===== src/rtl/serial_word_pkg.sv =====
// Shared types and helpers for the serial word port.
// Provides the FSM state encoding, width limits and a width-aware bit reverser.
package serial_word_pkg;

  localparam int unsigned DEFAULT_WIDTH = 32;
  localparam int unsigned MAX_WIDTH     = 256;
  localparam int unsigned MAX_IDX_W     = 8;
  localparam int unsigned GAP_CNT_W     = 4;

  typedef enum logic [1:0] {
    S_IDLE   = 2'd0,
    S_SHIFT  = 2'd1,
    S_GAP    = 2'd2,
    S_PARITY = 2'd3
  } state_e;

  // Reverses the low 'width' bits of 'word'; bits at and above 'width' return 0.
  function automatic logic [MAX_WIDTH-1:0] bit_reverse(input logic [MAX_WIDTH-1:0] word,
                                                        input int unsigned width);
    logic [MAX_WIDTH-1:0] rev;
    rev = '0;
    for (int unsigned i = 0; i < MAX_WIDTH; i++) begin
      if (i < width) rev[MAX_IDX_W'(i)] = word[MAX_IDX_W'(width - 1 - i)];
    end
    return rev;
  endfunction

endpackage


===== src/rtl/serial_word_shifter.sv =====
// Load/shift register with beat counter for the serial word port.
// Ports:
//   clk, rst_n    - clock, async active-low reset
//   load_i        - load load_word_i and preset the counter to WIDTH-1 (wins over shift_i)
//   shift_i       - shift right by one, fill_i enters at the MSB, counter decrements
//   fill_i        - bit shifted into the MSB
//   load_word_i   - word to load (already in transmit order)
//   bit_o         - register bit 0, the current serial bit
//   last_o        - counter is 0 (current bit is the last data bit)
//   first_nxt_o   - counter will be WIDTH-1 after this edge
//   last_nxt_o    - counter will be 0 after this edge
module serial_word_shifter
  import serial_word_pkg::*;
#(
  parameter int unsigned WIDTH = DEFAULT_WIDTH
) (
  input  logic             clk,
  input  logic             rst_n,
  input  logic             load_i,
  input  logic             shift_i,
  input  logic             fill_i,
  input  logic [WIDTH-1:0] load_word_i,
  output logic             bit_o,
  output logic             last_o,
  output logic             first_nxt_o,
  output logic             last_nxt_o
);

  localparam int unsigned      CNT_W   = $clog2(WIDTH);
  localparam logic [CNT_W-1:0] CNT_TOP = CNT_W'(WIDTH - 1);

  logic [WIDTH-1:0] sr_q, sr_d;
  logic [CNT_W-1:0] cnt_q, cnt_d;

  // Next-state: load has priority so a final beat and a new accept can share an edge.
  always_comb begin
    sr_d  = sr_q;
    cnt_d = cnt_q;
    if (load_i) begin
      sr_d  = load_word_i;
      cnt_d = CNT_TOP;
    end else if (shift_i) begin
      sr_d = {fill_i, sr_q[WIDTH-1:1]};
      // Counter parks at 0 after the last beat instead of wrapping.
      if (cnt_q != '0) cnt_d = cnt_q - CNT_W'(1);
    end
  end

  always_ff @(posedge clk or negedge rst_n) begin
    if (!rst_n) begin
      sr_q  <= '0;
      cnt_q <= '0;
    end else begin
      sr_q  <= sr_d;
      cnt_q <= cnt_d;
    end
  end

  assign bit_o       = sr_q[0];
  assign last_o      = (cnt_q == '0);
  assign first_nxt_o = (cnt_d == CNT_TOP);
  assign last_nxt_o  = (cnt_d == '0);

endmodule


===== src/rtl/serial_word_port.sv =====
// Parallel-to-serial word transmitter with per-word bit-order selection.
// Accepts a WIDTH-bit word on a valid/ready handshake and emits it one bit per
// beat on a valid/ready serial interface, LSB-first or MSB-first per word.
// Ports:
//   clk, rst_n              - clock, async active-low reset
//   word_in, word_valid     - parallel word and its valid
//   lsb_first               - 1: bit 0 first, 0: bit WIDTH-1 first (captured at accept)
//   word_ready              - word can be accepted this cycle
//   bit_out, bit_valid      - serial bit and its valid
//   bit_ready               - downstream consumes bit_out this cycle
//   sof, eof                - first / last bit of a word
//   busy                    - state is not IDLE
// Build option: define SERIAL_WORD_PORT_PARITY_EN to append an even-parity bit
// (XOR of the accepted word) after the data bits; eof then marks the parity bit
// and the back-to-back accept path is disabled.
module serial_word_port
  import serial_word_pkg::*;
#(
  parameter int unsigned WIDTH = DEFAULT_WIDTH,
  parameter int unsigned GAP   = 0
) (
  input  logic             clk,
  input  logic             rst_n,
  input  logic [WIDTH-1:0] word_in,
  input  logic             word_valid,
  input  logic             lsb_first,
  output logic             word_ready,
  output logic             bit_out,
  output logic             bit_valid,
  input  logic             bit_ready,
  output logic             sof,
  output logic             eof,
  output logic             busy
);

  if (WIDTH < 2 || WIDTH > MAX_WIDTH || GAP > 15) begin : g_param_check
    $error("serial_word_port: WIDTH must be 2..%0d and GAP 0..15", MAX_WIDTH);
  end

`ifdef SERIAL_WORD_PORT_PARITY_EN
  localparam bit PARITY_EN = 1'b1;
`else
  localparam bit PARITY_EN = 1'b0;
`endif

  localparam bit                   GAP_EN   = (GAP != 0);
  localparam bit                   B2B_EN   = !GAP_EN && !PARITY_EN;
  localparam logic [GAP_CNT_W-1:0] GAP_LOAD = GAP_CNT_W'(GAP - 1);

  state_e                 state_q, state_d;
  logic [GAP_CNT_W-1:0]   gap_q, gap_d;
  logic                   bit_valid_q, bit_valid_d;
  logic                   sof_q, sof_d;
  logic                   eof_q, eof_d;
  logic                   busy_q, busy_d;

  logic                   ready_c, accept_c, beat_c;
  logic                   load_c, shift_c, fill_c;
  logic                   last_c, first_nxt_c, last_nxt_c;
  logic [WIDTH-1:0]       load_word_c;

  // Reversal sits in the load path so the shifter always shifts right.
  assign load_word_c = lsb_first ? word_in
                                 : WIDTH'(bit_reverse(MAX_WIDTH'(word_in), WIDTH));

`ifdef SERIAL_WORD_PORT_PARITY_EN
  logic parity_q;

  // Every shift fills with the parity bit, so after WIDTH shifts bit 0 holds it.
  assign fill_c = parity_q;

  always_ff @(posedge clk or negedge rst_n) begin
    if (!rst_n)        parity_q <= 1'b0;
    else if (accept_c) parity_q <= ^word_in;
  end
`else
  assign fill_c = 1'b0;
`endif

  serial_word_shifter #(
    .WIDTH (WIDTH)
  ) u_shifter (
    .clk         (clk),
    .rst_n       (rst_n),
    .load_i      (load_c),
    .shift_i     (shift_c),
    .fill_i      (fill_c),
    .load_word_i (load_word_c),
    .bit_o       (bit_out),
    .last_o      (last_c),
    .first_nxt_o (first_nxt_c),
    .last_nxt_o  (last_nxt_c)
  );

  // Handshake decode and next-state / next-output logic.
  always_comb begin
    state_d  = state_q;
    gap_d    = gap_q;
    ready_c  = 1'b0;
    load_c   = 1'b0;
    shift_c  = 1'b0;

    case (state_q)
      S_IDLE:  ready_c = 1'b1;
      S_SHIFT: ready_c = B2B_EN && last_c && bit_ready;
      default: ready_c = 1'b0;
    endcase

    accept_c = word_valid && ready_c;
    beat_c   = bit_valid_q && bit_ready;

    case (state_q)
      S_IDLE: begin
        if (accept_c) begin
          state_d = S_SHIFT;
          load_c  = 1'b1;
        end
      end
      S_SHIFT: begin
        if (beat_c) begin
          shift_c = 1'b1;
          if (last_c) begin
            if (PARITY_EN) begin
              state_d = S_PARITY;
            end else if (GAP_EN) begin
              state_d = S_GAP;
              gap_d   = GAP_LOAD;
            end else if (accept_c) begin
              state_d = S_SHIFT;
              load_c  = 1'b1;
            end else begin
              state_d = S_IDLE;
            end
          end
        end
      end
      S_GAP: begin
        if (gap_q == '0) state_d = S_IDLE;
        else             gap_d   = gap_q - GAP_CNT_W'(1);
      end
      S_PARITY: begin
        if (beat_c) begin
          if (GAP_EN) begin
            state_d = S_GAP;
            gap_d   = GAP_LOAD;
          end else begin
            state_d = S_IDLE;
          end
        end
      end
      default: state_d = S_IDLE;
    endcase

    bit_valid_d = (state_d == S_SHIFT) || (state_d == S_PARITY);
    busy_d      = (state_d != S_IDLE);
    sof_d       = (state_d == S_SHIFT) && first_nxt_c;
    eof_d       = PARITY_EN ? (state_d == S_PARITY)
                            : ((state_d == S_SHIFT) && last_nxt_c);
  end

  // State and registered status outputs.
  always_ff @(posedge clk or negedge rst_n) begin
    if (!rst_n) begin
      state_q     <= S_IDLE;
      gap_q       <= '0;
      bit_valid_q <= 1'b0;
      sof_q       <= 1'b0;
      eof_q       <= 1'b0;
      busy_q      <= 1'b0;
    end else begin
      state_q     <= state_d;
      gap_q       <= gap_d;
      bit_valid_q <= bit_valid_d;
      sof_q       <= sof_d;
      eof_q       <= eof_d;
      busy_q      <= busy_d;
    end
  end

  assign word_ready = ready_c;
  assign bit_valid  = bit_valid_q;
  assign sof        = sof_q;
  assign eof        = eof_q;
  assign busy       = busy_q;

endmodule


===== config.mk =====
export PLATFORM = sky130hd
export DESIGN_NAME = serial_word_port
export DESIGN_NICKNAME = d
export VERILOG_FILES = /design/src/rtl/serial_word_pkg.sv /design/src/rtl/serial_word_shifter.sv /design/src/rtl/serial_word_port.sv
export SDC_FILE = /design/constraint.sdc
export NUM_CORES = 1
export LEC_CHECK = 0
export BUFFER_PORTS_ARGS = -buffer_cell sky130_fd_sc_hd__buf_2
export CAP_MARGIN = 20
export CELL_PAD_IN_SITES_DETAIL_PLACEMENT = 1
export CELL_PAD_IN_SITES_GLOBAL_PLACEMENT = 1
export CORE_MARGIN = 4
export CORE_UTILIZATION = 43
export CTS_BUF_LIST = sky130_fd_sc_hd__clkbuf_16
export DETAILED_ROUTE_END_ITERATION = 7
export PLACE_DENSITY_LB_ADDON = 0.1
export SLEW_MARGIN = 20
export SYNTH_ARGS = -nofsm -noshare
export SYNTH_HDL_FRONTEND = slang
export SYNTH_SLANG_ARGS = --single-unit

===== constraint.sdc =====
create_clock -name clk -period 2.36 [get_ports clk]
set_input_delay 0.472 -clock clk [delete_from_list [all_inputs] [get_ports clk]]
set_output_delay 0.472 -clock clk [all_outputs]
set_load 0.005 [all_outputs]

* Word level (Yosys, flattened, before mapping) *
Index checks and enable logic that the tools add are counted.

storage, ports and cells
  register bits = 47
  output and inout bits = 6
  logic and storage cells = 51

cells by class
  add/sub/neg operators = 2
  equality and inequality tests = 6
  multiplexer cells = 20
  bitwise logic cells = 1
  reduce and logical (&&, ||, !) cells = 14

operator list
  operator               count
  $mux W32               3
  $mux W5                3
  $logic_not A5 Y1       2
  $mux W2                5
  $pmux W2 S4            1
  $eq A2 B2 Y1 const B   3
  $mux W1                6
  $eq A5 B5 Y1 const B   1
  $logic_and A1 B1 Y1    5
  $reduce_bool A5 Y1     1
  $sub A5 B1 Y5 const B  1
  $eq A2 B1 Y1 const B   2
  $logic_not A4 Y1       1
  $pmux W1 S2            2
  $reduce_bool A2 Y1     2
  $sub A4 B1 Y4 const B  1
  $logic_not A2 Y1       1
  $reduce_and A2 Y1      1
  $logic_or A1 B1 Y1     1
  $not A1 Y1             1

* Logic depth before layout (Yosys ltp) *
  word-level depth = 11
  depth in mapped cells = 9
  gate-level depth less buffers = 7

* Cells and area by module *
Synthesis repeated with hierarchy kept, for this count alone.

second synthesis, totals
  cell total of the unflattened synthesis = 248
  area total of the unflattened synthesis = 2645.0 um^2

modules (own cells, without submodules)
  module               instances  cells each  area an instance (um^2)  sequential area each (um^2)
  serial_word_shifter  1          171         1784.2                   925.9
  serial_word_port     1          77          860.8                    250.2

* Least setup slack after synthesis *
No wires, ideal clock.

  path type = reg-to-reg
  from = reg u_shifter.cnt_q[0]
  to = reg u_shifter.sr_q[1]
  setup time = 137 ps
  arrival time = 1962 ps
  path slack = 261 ps
  stages on the path, launching flop included = 10
  buffers on the path = 2
  clock period less this slack = 2099 ps
  cell sequence = dfrtp_1 -> inv_1 -> ha_1 -> nor4b_4 -> a31oi_1 -> or3b_1 -> buf_6 -> buf_4 -> a211oi_1 -> a21oi_1

on the way
  word-level cells in the longest chain between the ends = 9

RTL lines
  element                                                RTL line                                          text
  from (decl)                                            serial_word_shifter.sv:33                         logic [CNT_W-1:0] cnt_q, cnt_d;
  from (signal assigned)                                 serial_word_shifter.sv:55                         cnt_q <= cnt_d;
  $logic_not A5 Y1 *                                     serial_word_shifter.sv:60                         assign last_o = (cnt_q == '0);
  $logic_and A1 B1 Y1                                    serial_word_port.sv:105                           S_SHIFT: ready_c = B2B_EN && last_c && bit_ready;
  $pmux W1 S2                                            serial_word_port.sv:103                           case (state_q)
  $logic_and A1 B1 Y1                                    serial_word_port.sv:109                           accept_c = word_valid && ready_c;
  $mux W1                                                serial_word_port.sv:114, serial_word_port.sv:128
  $mux W1                                                serial_word_port.sv:122                           if (last_c) begin
  $mux W1                                                serial_word_port.sv:120                           if (beat_c) begin
  $pmux W1 S2 *                                          serial_word_port.sv:112                           case (state_q)
  $mux W32 / $reduce_bool A2 Y1 (equally long branches)  --
  to (signal assigned)                                   serial_word_shifter.sv:54                         sr_q <= sr_d;
  to (decl)                                              serial_word_shifter.sv:32                         logic [WIDTH-1:0] sr_q, sr_d;

Every way passes the cells marked *; elsewhere a longest branch is shown, timed or not.
A chain may end at the register's enable or synchronous reset.

* Final worst setup path *
  from = reg u_shifter.cnt_q[0]
  to = reg u_shifter.sr_q[19]

Same word-level chain as after synthesis.

==> metrics.yaml <==
status: "complete, no violations"
antenna_found_initial: 0
max_freq_mhz: 448
n_antenna_cell: 0
die_x_um: 85.2
cts_tree: "done"
coreArea_mm2: 0.00564
worstMarginPinSlew_ns: 0.508
critPathLaunchType: "flop"
p_comb_share_pct: 26.4
drt_wl_total_mm: 5.69
num_vias: 1945
io_buffers: 42
critPathMaxStageDelay_ns: 0.49
stdcell_area_mm2: 0.00298
numPlacedInstances: 353
cp.arrival_ns: 2.38
cpMaxStageDelayCell: "or3b_2"
yosysWarnings: 0
netlist_area_mm2: 0.00256
synth-edff-count: 0
start_util_pct: 45.4
pwr-share-clk_pct: 27.2
postSynthCellCount: 250
end_kind: "flop"
cap_violations: 0
antenna_left: 0
ys.flop_type: "dfrtp_1"
rsz0062_at_grt: "yes"
place_congestion: 0.759
syn_avg_cell_area_um2: 10.2
post_drt_wl_per_cell_um: 15.8
clock_skew_ns: 0.00481
drive_above_1_share_pct: 20.5
critPathMaxFanout: 72
yosysSeqAreaShare_pct: 45.9
grt_use_total_pct: 16.4
leakagePower_nw: 1.36
fp-row-count: 27
fin_util_pct: 52.7
tns_ns: 0
htreeDepth: 2
clock_sinks: 47
area_growth_pct: 16.2
min_path_type: "input port to async pin"
drv_slew: 0
io-pin-count: 43
powerDensity_mw_per_mm2: 943
hold_viol_final: 0
grt-ovfl-total: 0
cts_resized: 0
cts_buffers: 5
vias_per_cell: 5.40
hold_buffers: 0
nNetsFinal: 328
switching_power_w: 0.000841
clock_path_buffers: 2
dieArea_mm2: 0.00725
intPower_w: 0.00196
drt-initial-drc-count: 75
slew_headroom_pct: 65.7
clk_pin_slew_worst_paths_ns: 0.06
cp.required_ns: 2.51
cp_cell_sequence: "inv_1 > ha_1 > nor4b_4 > a31oi_1 > or3b_2 > buf_12 > a211oi_1 > a21oi_1"
postCtsSetupRepairBufs: 0
fin_crit_ns: 2.23
cts-root-buf: "clkbuf_16"
finalCritPeriodShare_pct: 94.6
grt_pass1_wl_mm: 9.58
clock_latency_ns: 0.28
path_class: "flop to flop"
syn_nets: 290
stdcell_count: 360
grt_pass1_vias: 2026
first_pass_iters: 4
chipHeight_um: 85.2
ys_async_sr_fraction_pct: 100
grt_max_degree: 73
vdd_drop_max_v: 0.000518
finalSetupViolCount: 0
drc: 0
place_area_mm2: 0.00281
dp_hpwl_mm: 4.23
p_seq_share_pct: 46.4
synth-seq-cells: 47
reg2reg_depth: 8
ys_types: 28
sw_frac_of_total_pct: 30.0
[path summary, 6_finish.rpt]
check | startpoint | endpoint | slack [ns]
min in group clk | word_in[15] | u_shifter.sr_q[15] | 0.48
min | rst_n | u_shifter.sr_q[1] | 0.13
max | u_shifter.cnt_q[0] | u_shifter.sr_q[19] | 0.13
max in group asynchronous | rst_n | u_shifter.sr_q[23] | 1.64
max reg2reg | u_shifter.cnt_q[0] | u_shifter.sr_q[19] | 0.13
min reg2reg | gap_q[0] | gap_q[0] | 0.49
[registers in the layout, indices dropped and copies added (netlist names)]
name,flops
bit_valid,1
state_q,2
eof,1
sof,1
u_shifter.sr_q,32
busy,1
gap_q,4
u_shifter.cnt_q,5
[layout by cell type, fill, tap and decap left out, drive strengths merged, types with 2 or more instances in the layout]
| cell | instances |
|---|---|
| nor2 | 6 |
| a21oi | 33 |
| ha | 3 |
| xnor2 | 2 |
| nand2 | 12 |
| o21ai | 6 |
| a211oi | 31 |
| buf | 50 |
| nor2b | 32 |
| mux2i | 35 |
| nor4 | 4 |
| inv | 7 |
| nand2b | 2 |
| clkbuf | 5 |
| nand3 | 4 |
| dfrtp | 47 |
[power groups by stage]
stage | registers, W | clock network (W) | logic [W]
global route | 0.00135 | 0.000812 | 0.000847
detailed placement | 0.00132 | 0 | 0.000756
CTS | 0.00131 | 0.000785 | 0.000756
finish | 0.00130 | 0.000764 | 0.000741
global placement | 0.00130 | 0 | 0.000726
floorplan | 0.00125 | 0 | 0.000570
[worst max-delay path, delay by kind of cell, from the launching register on]
kind | cells | cell delay, ns
AND/OR/NAND/NOR | 2 | 0.70
AO/OA/AOI/OAI | 3 | 0.48
flip-flops | 1 | 0.40
buffers and inverters | 2 | 0.31
adder cells (fa/ha/maj) | 1 | 0.17
[per-layer routing]
metal	vias to the layer above	share of wire, %	track usage [%]
met5	-	0	0
met4	0	1.3	4.46
met3	7	2.7	3.20
met2	22	50	27.6
met1	935	46	21.3
li1	981	-	-
[layout make-up]
class	count	area, um^2
Fill cell	658	2670
Sequential cell	47	1180
Inverter	6	22.5
Multi-Input combinational cell	178	1240
Clock buffer	5	125
Clock inverter	2	33.8
Timing Repair Buffer	50	283
Tap cell	72	90.1
[per-stage QoR]
step                power, W  worst slack (ns)  hold slack, ns
floorplan            0.00182             0.261           0.176
global placement     0.00203             0.181           0.437
detailed placement   0.00208             0.119           0.442
CTS                  0.00285             0.120           0.139
global route         0.00300           -0.0141           0.158
finish               0.00281             0.127           0.132
[kinds of logic after synthesis]
group | Yosys count | share of synthesized area [%]
mux | 35 | 13.7
simple gates | 64 | 14.7
xor+xnor | 3 | 1.03
compound gates | 73 | 17.6
fa+ha+maj | 3 | 1.47
flops | 47 | 45.9
buf+inv | 25 | 5.62
[Yosys cell counts (all sizes together) (2+ instances only)]
master / number / area, um^2
a211oi: 31 / 233
a21oi: 33 / 165
buf: 9 / 83.8
clkbuf: 10 / 37.5
dfrtp: 47 / 1180
ha: 3 / 37.5
inv: 6 / 22.5
mux2i: 35 / 350
nand2: 12 / 45.0
nand2b: 2 / 12.5
nand3: 4 / 20.0
nor2: 6 / 22.5
nor2b: 32 / 200
nor4: 4 / 25.0
o21ai: 6 / 30.0
xnor2: 2 / 17.5
(Power assumes the default switching activity.)
